File: config.mk
export PLATFORM = sky130hd
export DESIGN_NAME = vga_sprite_engine
export DESIGN_NICKNAME = d
export VERILOG_FILES = /design/src/rtl/vga_sprite_engine.sv
export SDC_FILE = /design/constraint.sdc
export NUM_CORES = 1
export LEC_CHECK = 0
export BUFFER_PORTS_ARGS = -buffer_cell sky130_fd_sc_hd__buf_2
export CAP_MARGIN = 20
export CORE_MARGIN = 4
export CORE_UTILIZATION = 50
export CTS_BUF_LIST = sky130_fd_sc_hd__clkbuf_4 sky130_fd_sc_hd__clkbuf_8
export DETAILED_ROUTE_END_ITERATION = 10
export PLACE_DENSITY = 0.71
export SLEW_MARGIN = 20
export SYNTH_ARGS = -nofsm -noshare
export SYNTH_HDL_FRONTEND = slang
export SYNTH_SLANG_ARGS = --single-unit
File: constraint.sdc
create_clock -name clk -period 3.7 [get_ports clk]
set_clock_uncertainty 0.15 [all_clocks]
set_input_delay 0.555 -clock clk [delete_from_list [all_inputs] [get_ports clk]]
set_output_delay 0.555 -clock clk [all_outputs]
set_load 0.01 [all_outputs]
File: src/rtl/vga_sprite_engine.sv
// vga_sprite_engine
//   VGA timing generator with a fixed-priority rectangle sprite compositor.
//   Sprite fields are written into shadow registers. A commit request copies
//   the whole shadow set into the active set at the next frame boundary, so a
//   frame is never drawn from a half-updated sprite set.
//
// Ports
//   clk            system clock
//   reset          synchronous active-high reset
//   pixel_strobe   pixel enable; counters and video outputs advance only here
//   wr_en          shadow register write strobe
//   wr_sprite      target sprite index (indices >= NUM_SPRITES are ignored)
//   wr_field       0=x1 1=y1 2=x2 3=y2 4=color 5=enable 6=commit 7=reserved
//   wr_data        field data
//   h_sync/v_sync  registered sync outputs, asserted level SYNC_POL
//   r, g, b        registered pixel colour
//   frame_start    one-cycle pulse when the counters wrap to h=0, v=0
//   commit_pending commit requested but not yet applied
module vga_sprite_engine #(
  parameter int H_SYNC_START = 16,
  parameter int H_SYNC_END   = 112,
  parameter int H_DRAW_START = 160,
  parameter int H_TOTAL      = 800,
  parameter int V_SYNC_START = 10,
  parameter int V_SYNC_END   = 12,
  parameter int V_DRAW_START = 45,
  parameter int V_TOTAL      = 525,
  parameter bit SYNC_POL     = 1'b1,
  parameter int NUM_SPRITES  = 4,
  parameter int COLOR_W      = 1,
  parameter int BG_COLOR     = 0
) (
  input  logic               clk,
  input  logic               reset,
  input  logic               pixel_strobe,
  input  logic               wr_en,
  input  logic [3:0]         wr_sprite,
  input  logic [2:0]         wr_field,
  input  logic [11:0]        wr_data,
  output logic               h_sync,
  output logic               v_sync,
  output logic [COLOR_W-1:0] r,
  output logic [COLOR_W-1:0] g,
  output logic [COLOR_W-1:0] b,
  output logic               frame_start,
  output logic               commit_pending
);

  localparam int CW = 3 * COLOR_W;

  logic [9:0] h_count_r;
  logic [9:0] v_count_r;

  // Shadow (CPU-visible) and active (displayed) sprite sets.
  logic [9:0]             shd_x1_r    [NUM_SPRITES];
  logic [9:0]             shd_x2_r    [NUM_SPRITES];
  logic [8:0]             shd_y1_r    [NUM_SPRITES];
  logic [8:0]             shd_y2_r    [NUM_SPRITES];
  logic [CW-1:0]          shd_color_r [NUM_SPRITES];
  logic [NUM_SPRITES-1:0] shd_en_r;
  logic [9:0]             act_x1_r    [NUM_SPRITES];
  logic [9:0]             act_x2_r    [NUM_SPRITES];
  logic [8:0]             act_y1_r    [NUM_SPRITES];
  logic [8:0]             act_y2_r    [NUM_SPRITES];
  logic [CW-1:0]          act_color_r [NUM_SPRITES];
  logic [NUM_SPRITES-1:0] act_en_r;

  logic          h_end_s;
  logic          v_end_s;
  logic          boundary_s;
  logic          wr_ok_s;
  logic          commit_req_s;
  logic [9:0]    x_s;
  logic [8:0]    y_s;
  logic          visible_s;
  logic          hit_any_s;
  logic [CW-1:0] hit_color_s;
  logic [CW-1:0] pix_s;
  logic          hs_s;
  logic          vs_s;
  logic          unused_ok_s;

  // wr_data[11:10] carries no field.
  assign unused_ok_s = &{1'b0, wr_data[11:10]};

  // Counter wrap, frame boundary and write decode.
  always_comb begin
    h_end_s      = (h_count_r == 10'(H_TOTAL - 1));
    v_end_s      = (v_count_r == 10'(V_TOTAL - 1));
    boundary_s   = pixel_strobe && h_end_s && v_end_s;
    wr_ok_s      = wr_en && ({1'b0, wr_sprite} < 5'(NUM_SPRITES)) && (wr_field <= 3'd5);
    commit_req_s = wr_en && (wr_field == 3'd6);
  end

  // Pixel colour and sync levels for the current (pre-increment) counters.
  always_comb begin
    // Wrapped values during blanking are harmless: visible_s gates the colour.
    x_s         = h_count_r - 10'(H_DRAW_START);
    y_s         = 9'(v_count_r - 10'(V_DRAW_START));
    visible_s   = (h_count_r >= 10'(H_DRAW_START)) && (v_count_r >= 10'(V_DRAW_START));
    hit_any_s   = 1'b0;
    hit_color_s = '0;
    // Walk from lowest to highest priority so the lowest hit index wins.
    for (int i = NUM_SPRITES - 1; i >= 0; i--) begin
      if (act_en_r[i] && (x_s >= act_x1_r[i]) && (x_s <= act_x2_r[i]) &&
          (y_s >= act_y1_r[i]) && (y_s <= act_y2_r[i])) begin
        hit_any_s   = 1'b1;
        hit_color_s = act_color_r[i];
      end else begin
        hit_any_s   = hit_any_s;
        hit_color_s = hit_color_s;
      end
    end
    if (!visible_s) begin
      pix_s = '0;
    end else if (!hit_any_s) begin
      pix_s = CW'(BG_COLOR);
    end else begin
      pix_s = hit_color_s;
    end
    hs_s = (h_count_r >= 10'(H_SYNC_START)) && (h_count_r < 10'(H_SYNC_END));
    vs_s = (v_count_r >= 10'(V_SYNC_START)) && (v_count_r < 10'(V_SYNC_END));
  end

  // Horizontal and vertical position counters.
  always_ff @(posedge clk) begin
    if (reset) begin
      h_count_r <= 10'd0;
      v_count_r <= 10'd0;
    end else if (pixel_strobe) begin
      if (h_end_s) begin
        h_count_r <= 10'd0;
        v_count_r <= v_end_s ? 10'd0 : v_count_r + 10'd1;
      end else begin
        h_count_r <= h_count_r + 10'd1;
      end
    end
  end

  // Registered video outputs, loaded on strobe cycles only.
  always_ff @(posedge clk) begin
    if (reset) begin
      h_sync      <= ~SYNC_POL;
      v_sync      <= ~SYNC_POL;
      {r, g, b}   <= '0;
      frame_start <= 1'b0;
    end else if (pixel_strobe) begin
      h_sync      <= hs_s ? SYNC_POL : ~SYNC_POL;
      v_sync      <= vs_s ? SYNC_POL : ~SYNC_POL;
      {r, g, b}   <= pix_s;
      frame_start <= h_end_s && v_end_s;
    end else begin
      frame_start <= 1'b0;
    end
  end

  // Shadow writes, commit tracking and the frame-boundary shadow-to-active copy.
  always_ff @(posedge clk) begin
    if (reset) begin
      for (int i = 0; i < NUM_SPRITES; i++) begin
        shd_x1_r[i]    <= 10'd0;
        shd_x2_r[i]    <= 10'd0;
        shd_y1_r[i]    <= 9'd0;
        shd_y2_r[i]    <= 9'd0;
        shd_color_r[i] <= '0;
        act_x1_r[i]    <= 10'd0;
        act_x2_r[i]    <= 10'd0;
        act_y1_r[i]    <= 9'd0;
        act_y2_r[i]    <= 9'd0;
        act_color_r[i] <= '0;
      end
      shd_en_r       <= '0;
      act_en_r       <= '0;
      commit_pending <= 1'b0;
    end else begin
      for (int i = 0; i < NUM_SPRITES; i++) begin
        if (wr_ok_s && (wr_sprite == 4'(i))) begin
          case (wr_field)
            3'd0:    shd_x1_r[i]    <= wr_data[9:0];
            3'd1:    shd_y1_r[i]    <= wr_data[8:0];
            3'd2:    shd_x2_r[i]    <= wr_data[9:0];
            3'd3:    shd_y2_r[i]    <= wr_data[8:0];
            3'd4:    shd_color_r[i] <= wr_data[CW-1:0];
            3'd5:    shd_en_r[i]    <= wr_data[0];
            default: shd_en_r[i]    <= shd_en_r[i];
          endcase
        end
      end
      // Non-blocking copy reads pre-write shadow values in a same-cycle write.
      if (boundary_s && commit_pending) begin
        act_x1_r    <= shd_x1_r;
        act_x2_r    <= shd_x2_r;
        act_y1_r    <= shd_y1_r;
        act_y2_r    <= shd_y2_r;
        act_color_r <= shd_color_r;
        act_en_r    <= shd_en_r;
        // A commit arriving on the boundary itself waits for the next one.
        commit_pending <= commit_req_s;
      end else if (commit_req_s) begin
        commit_pending <= 1'b1;
      end
    end
  end

endmodule

Word level (Yosys, flattened, before mapping)
Index checks and enable logic that the tools add are counted.
{"block": "op_classes", "shifts": 0, "n_lt_le_gt_ge": 24, "div": 0, "n_addsub": 4, "mux": 16, "n_eq_ne": 11, "mul": 0, "reduce_logical": 59, "bitwise": 1}
{"operator": "$reduce_and A2 Y1", "n": 25}
{"operator": "$ge A10 B10 Y1", "n": 4}
{"operator": "$le A10 B10 Y1", "n": 4}
{"operator": "$ge A9 B9 Y1", "n": 4}
{"operator": "$le A9 B9 Y1", "n": 4}
{"operator": "$logic_and A1 B1 Y1", "n": 30}
{"operator": "$add A10 B1 Y10 const B", "n": 2}
{"operator": "$eq A10 B10 Y1 const B", "n": 2}
{"operator": "$mux W10", "n": 2}
{"operator": "$mux W3", "n": 6}
{"operator": "$ge A10 B4 Y1 const B", "n": 1}
{"operator": "$ge A10 B5 Y1 const B", "n": 1}
{"operator": "$ge A10 B6 Y1 const B", "n": 1}
{"operator": "$ge A10 B8 Y1 const B", "n": 1}
{"operator": "$lt A10 B4 Y1 const B", "n": 1}
{"operator": "$lt A10 B7 Y1 const B", "n": 1}
{"operator": "$sub A10 B8 Y10 const B", "n": 1}
{"operator": "$eq A3 B3 Y1 const B", "n": 3}
{"operator": "$sub A9 B6 Y9 const B", "n": 1}
{"operator": "$eq A4 B2 Y1 const B", "n": 2}
{"operator": "$mux W1", "n": 8}
{"operator": "$eq A3 B2 Y1 const B", "n": 2}
{"operator": "$eq A4 B1 Y1 const B", "n": 1}
{"operator": "$logic_not A4 Y1", "n": 1}
{"operator": "other kinds (7)", "n": 7}
{"block": "totals", "latch_bits": 0, "ff_bits": 363, "memories": 0, "ramBits": 0, "rom_bits": 0, "input_bits": 23, "out_inout_bits": 7, "elab_cells": 169}

Depth between registers and ports, before layout
{"block": "depth", "ltp_word": 12, "ltp_mapped": 16, "ltp_nobuf": 15}

Least setup slack after synthesis
No wires, ideal clock.
{"block": "synth_timing", "path_type": "reg2reg", "startpoint": "register v_count_r[0]", "endpoint": "register r", "period_less_slack_ns": 3.806, "stages_incl_launch_ff": 14, "required_time_ns": 3.471, "path_buffers": 0, "arrival_ns": 3.577, "slack_ns": -0.106, "path_cell_list": "dfxtp_1 inv_1 ha_1 nor2_1 o21ai_0 xor2_1 ha_1 a2111oi_0 nor4_1 a221oi_1 a41oi_1 nor4_2 o31ai_2 a22oi_1"}
{"block": "synth_via", "elab_chain_len": 10, "elab_cells_between_ends": 29, "classes_between": "add/sub (1); order compare (9); mux (10); reduce/logical (9)"}
{"item": "start, declared", "line_no": "52", "rtl": "logic [9:0] v_count_r;"}
{"item": "start signal, assigned", "line_no": "133", "rtl": "v_count_r <= v_end_s ? 10'd0 : v_count_r + 10'd1;"}
{"item": "$sub A9 B6 Y9", "line_no": "99", "rtl": "y_s = 9'(v_count_r - 10'(V_DRAW_START));"}
{"item": "$ge A9 B9 Y1", "line_no": "106", "rtl": "(y_s >= act_y1_r[i]) && (y_s <= act_y2_r[i])) begin"}
{"item": "$logic_and A1 B1 Y1", "line_no": "105", "rtl": "if (act_en_r[i] && (x_s >= act_x1_r[i]) && (x_s <= act_x2_r[i]) &&"}
{"item": "$logic_and A1 B1 Y1", "line_no": "106"}
{"item": "$mux W3 / $mux W1 (equally long branches) (4 in a row)", "line_no": "105"}
{"item": "$mux W3", "line_no": "116", "rtl": "end else if (!hit_any_s) begin"}
{"item": "$mux W3 *", "line_no": "114", "rtl": "if (!visible_s) begin"}
{"item": "end signal, assigned", "line_no": "150", "rtl": "{r, g, b} <= pix_s;"}
{"item": "end, declared", "line_no": "42", "rtl": "output logic [COLOR_W-1:0] r,"}
Every way passes the cells marked *; elsewhere a longest branch is shown, timed or not.
A chain may end at the register's enable or synchronous reset.

Worst setup path in the final report
{"block": "layout_timing", "startpoint": "register v_count_r[0]", "endpoint": "register g"}
{"block": "layout_via", "elab_chain_len": 10, "elab_cells_between_ends": 29, "classes_between": "add/sub (1); order compare (9); mux (10); reduce/logical (9)"}
{"item": "$sub A9 B6 Y9", "line_no": "99"}
{"item": "$ge A9 B9 Y1", "line_no": "106"}
{"item": "$logic_and A1 B1 Y1", "line_no": "105"}
{"item": "$logic_and A1 B1 Y1", "line_no": "106"}
{"item": "$mux W3 / $mux W1 (equally long branches) (4 in a row)", "line_no": "105"}
{"item": "$mux W3", "line_no": "116"}
{"item": "$mux W3 *", "line_no": "114"}
{"item": "end signal, assigned", "line_no": "150"}
{"item": "end, declared", "line_no": "43", "rtl": "output logic [COLOR_W-1:0] g,"}
Marked as above.

==> run_results.csv <==
group,metric,value,unit
layout,layout-drive-gt1-share,11.93,%
floorplan,die-area,0.03739,mm2
placed_design,hpwl,27.33,mm
yosys,ys_ff_latch,363,
yosys,netlist_area,0.01718,mm2
hold_path,hp-class,"primary input to flop",
routing,avgViaCountPerCell,5.356,
worst_setup_path,cp_slowest_cell,"or3b_1",
worst_setup_path,cp-end-kind,"flop",
worst_setup_path,critPathMaxFanout,6,
worst_setup_path,critical_path_class,"flop to flop",
routing,antenna_left,0,
worst_setup_path,crit_path_frequent_cell,"buf_4",
layout,nFillCells,2945,
sta,fmax,276.0,MHz
sta,fin_ws,0.07662,ns
power_and_ir_drop,p_leak,7.170,nW
worst_setup_path,worstPathCellList,"inv_2, ha_4, nor2_4, o21ai_1, buf_4, nand2_2, xnor2_4, buf_4, ha_1, nor2_1, o21ai_0, a41o_1, o22a_4, and4_4, or3b_1, a211o_1, a22oi_2",
floorplan,start_util,50.98,%
hold_path,hold_depth,3,
yosys,synth_edf_count,0,
clock_network,cts-root-buf,"clkbuf_8",
yosys,synth_cells,2036,
layout,post-route-util,57.76,%
global_route,grt_pass1_wl,69.14,mm
yosys,syn_area_per_cell,8.438,um2
floorplan,chipWidth,193.4,um
routing,drc_errors,0,
yosys,ys_warn_count,0,
layout,area_growth,13.31,%
placed_design,pre_cts_ws,-0.3943,ns
sta,setup_viol,0,
yosys,ys_types,63,
worst_setup_path,r2r_end,"g$_SDFFE_PP0P_",
global_route,grtUsageTotal,22.42,%
worst_setup_path,crit_path_start_kind,"flop",
clock_network,ctsHtreeMaxLevel,2,
floorplan,coreArea,0.03370,mm2
worst_setup_path,crit_family,"compound AO/OA/AOI/OAI gates",
sta,fin_crit_sh,97.93,%
clock_network,hold_buffers,0,
yosys,synth_nets,2220,
worst_setup_path,critical_path_required,4.08,ns
floorplan,die_y,193.4,um
worst_setup_path,reg2regPathDepth,17,
hold_path,whs_endpoint,"commit_pending$_SDFFE_PP0P_",
clock_network,cts-buffers-inserted,57,
routing,drt_iter0_markers,1024,
flow_run,drv_cap,0,
power_and_ir_drop,ir_drop,0.0002659,V
routing,drtPass1Iterations,5,
global_route,antenna_found_initial,1,
yosys,seq_area_frac_synth,42.30,%
clock_network,clkTransAtPathRegs,0.07,ns
worst_setup_path,regToRegSetupSlack,0.08,ns
worst_setup_path,cp_num_buf_inv,3,
worst_setup_path,cp_slowest_stage_delay,0.38,ns
global_route,grt_max_degree,153,
yosys,synthArstFlopShare,0,%
yosys,synth_ff_type,"dfxtp_1",
placed_design,globalplace.congestion,0.8865,
sta,maxSlewHeadroom,35.79,%
clock_network,cts_tree,"done",
sta,slew_viol_final,0,
worst_setup_path,crit_arrival,4.00,ns
power_and_ir_drop,p_per_area,393.7,mW/mm2
sta,hold_viol_final,0,
routing,vias,13760,
floorplan,row_count,67,
sta,fin_crit,3.623,ns
layout,num-nets-final,2263,
sta,whs,0.1538,ns
placed_design,portBuffers,27,
sta,tightest_slew,0.9632,ns
routing,routed_wl,43.50,mm
clock_network,clock_latency,0.62,ns
global_route,grt_pass1_vias,13090,
routing,post_drt_wl_per_cell,16.93,um
worst_setup_path,worstReg2RegStart,"v_count_r[0]$_SDFFE_PP0P_",
clock_network,cts_sinks,363,
hold_path,hp-start,"wr_field[1]",
clock_network,clockBufferDepth,3,
outcome,status,"complete, no violations",
global_route,grt-ovfl-total,0,
floorplan,ios,30,
==> through the flow <==
stage               area [um2]  total power, mW  cells  setup TNS [ns]
finish                   19470            7.664   2569               0
global route             19470            7.917   2569         -0.1341
CTS                      19160            7.735   2554               0
detailed placement       17910            4.228   2450          -1.148
global placement         17910            4.224   2450         -0.6023
floorplan                17190            4.134   2036               0
==> sequential cells by signal, summed over array words and instances (netlist names) <==
signal / count
act_color_r: 12
act_en_r: 4
act_x1_r: 40
act_x2_r: 40
act_y1_r: 36
act_y2_r: 36
b: 1
commit_pending: 1
frame_start: 1
g: 1
h_count_r: 10
h_sync: 1
r: 1
shd_color_r: 12
shd_en_r: 4
shd_x1_r: 40
shd_x2_r: 40
shd_y1_r: 36
shd_y2_r: 36
v_count_r: 10
v_sync: 1
==> synthesized netlist by cell type (11+ instances only) <==
master	instances	area [um2]
nand4_1	18	112.6
o21a_1	11	82.58
dfxtp_1	363	7267
nand2b_1	17	106.4
nor2b_1	11	68.82
a21oi_1	212	1061
clkbuf_1	91	341.6
xor2_1	18	157.7
nand3_1	17	85.08
nand2_1	378	1419
nor2_2	12	75.07
buf_2	18	90.09
mux2i_1	167	1672
ha_1	161	2014
inv_1	157	589.3
o21ai_0	34	170.2
nor2_1	217	814.5
==> cell usage in the layout (no fill, tap or decap), types with 9 or more instances in the layout <==
cell / count
o21ai_0: 29
nor2_2: 12
nor3_1: 10
inv_1: 154
clkinv_2: 12
buf_2: 26
clkbuf_8: 67
nand2b_1: 17
nor2b_1: 11
a21oi_1: 209
clkbuf_4: 18
nor2_1: 215
dfxtp_1: 359
mux2i_1: 167
xor2_1: 17
nand2_1: 375
ha_1: 156
nand4_1: 18
a21o_1: 9
o21a_1: 11
buf_4: 55
nand3_1: 17
==> layout make-up <==
class	instances	area (um2)	area share [%]
Clock inverter	15	127.6	0.6556
Tap cell	448	560.5	2.880
Multi-Input combinational cell	1407	9094	46.72
Clock buffer	85	1057	5.431
Timing Repair Buffer	93	757.0	3.889
Inverter	157	593.1	3.047
Sequential cell	363	7274	37.37
Antenna cell	1	2.502	0.01286
==> cells by family after synthesis <==
group           share of synthesized area, %
compound gates                         11.09
xor+xnor                               1.428
fa+ha+maj                              11.73
buf+inv                                5.943
flops                                  42.30
mux                                    9.730
simple gates                           17.78
==> power breakdown <==
part	switching [mW]	internal (mW)	leakage (nW)
logic	0.172	0.0502	3.61
clock network	1.56	1.96	0.640
registers	0.00552	3.91	2.93
total	1.74	5.92	7.17
==> repair_timing <==
action                                  CTS  global route
pin swaps                                 6            20
setup buffers                             4            14
gates resized for setup                   7            42
endpoints found under the setup margin    3             3
==> layer usage <==
| layer | wire (um) | vias to the layer above | track usage [%] |
|---|---|---|---|
| met3 | 2033 | 87 | 3.705 |
| met1 | 19810 | 6530 | 30.00 |
| li1 | - | 6847 | - |
| met5 | 0 | - | 0 |
| met2 | 20250 | 296 | 36.83 |
| met4 | 1407 | 0 | 7.946 |
==> worst register-to-register path, cell delays in order (launching register included) <==
cell and delay (ns):
dfxtp_4 0.36, inv_2 0.08, ha_4 0.15, nor2_4 0.04, o21ai_1 0.14, buf_4 0.17
nand2_2 0.08, xnor2_4 0.19, buf_4 0.21, ha_1 0.20, nor2_1 0.11, o21ai_0 0.12
a41o_1 0.25, o22a_4 0.26, and4_4 0.20, or3b_1 0.38, a211o_1 0.32, a22oi_2 0.13
==> how the worst max path moves through the flow <==
stage | start | endpoint | slack, ns | depth (start not counted)
2_1_floorplan | v_count_r[0]$_SDFFE_PP0P_ | r$_SDFFE_PP0P_ | 0.003 | 13
4_1_cts | v_count_r[1]$_SDFFE_PP0P_ | g$_SDFFE_PP0P_ | 0.01 | 15
6_report | v_count_r[0]$_SDFFE_PP0P_ | g$_SDFFE_PP0P_ | 0.08 | 17
3_3_place_gp | v_count_r[0]$_SDFFE_PP0P_ | r$_SDFFE_PP0P_ | -0.21 | 14
5_1_grt | v_count_r[0]$_SDFFE_PP0P_ | b$_SDFFE_PP0P_ | -0.06 | 14
3_5_place_dp | v_count_r[1]$_SDFFE_PP0P_ | g$_SDFFE_PP0P_ | -0.39 | 14
Power figures use the tool's default switching activity.
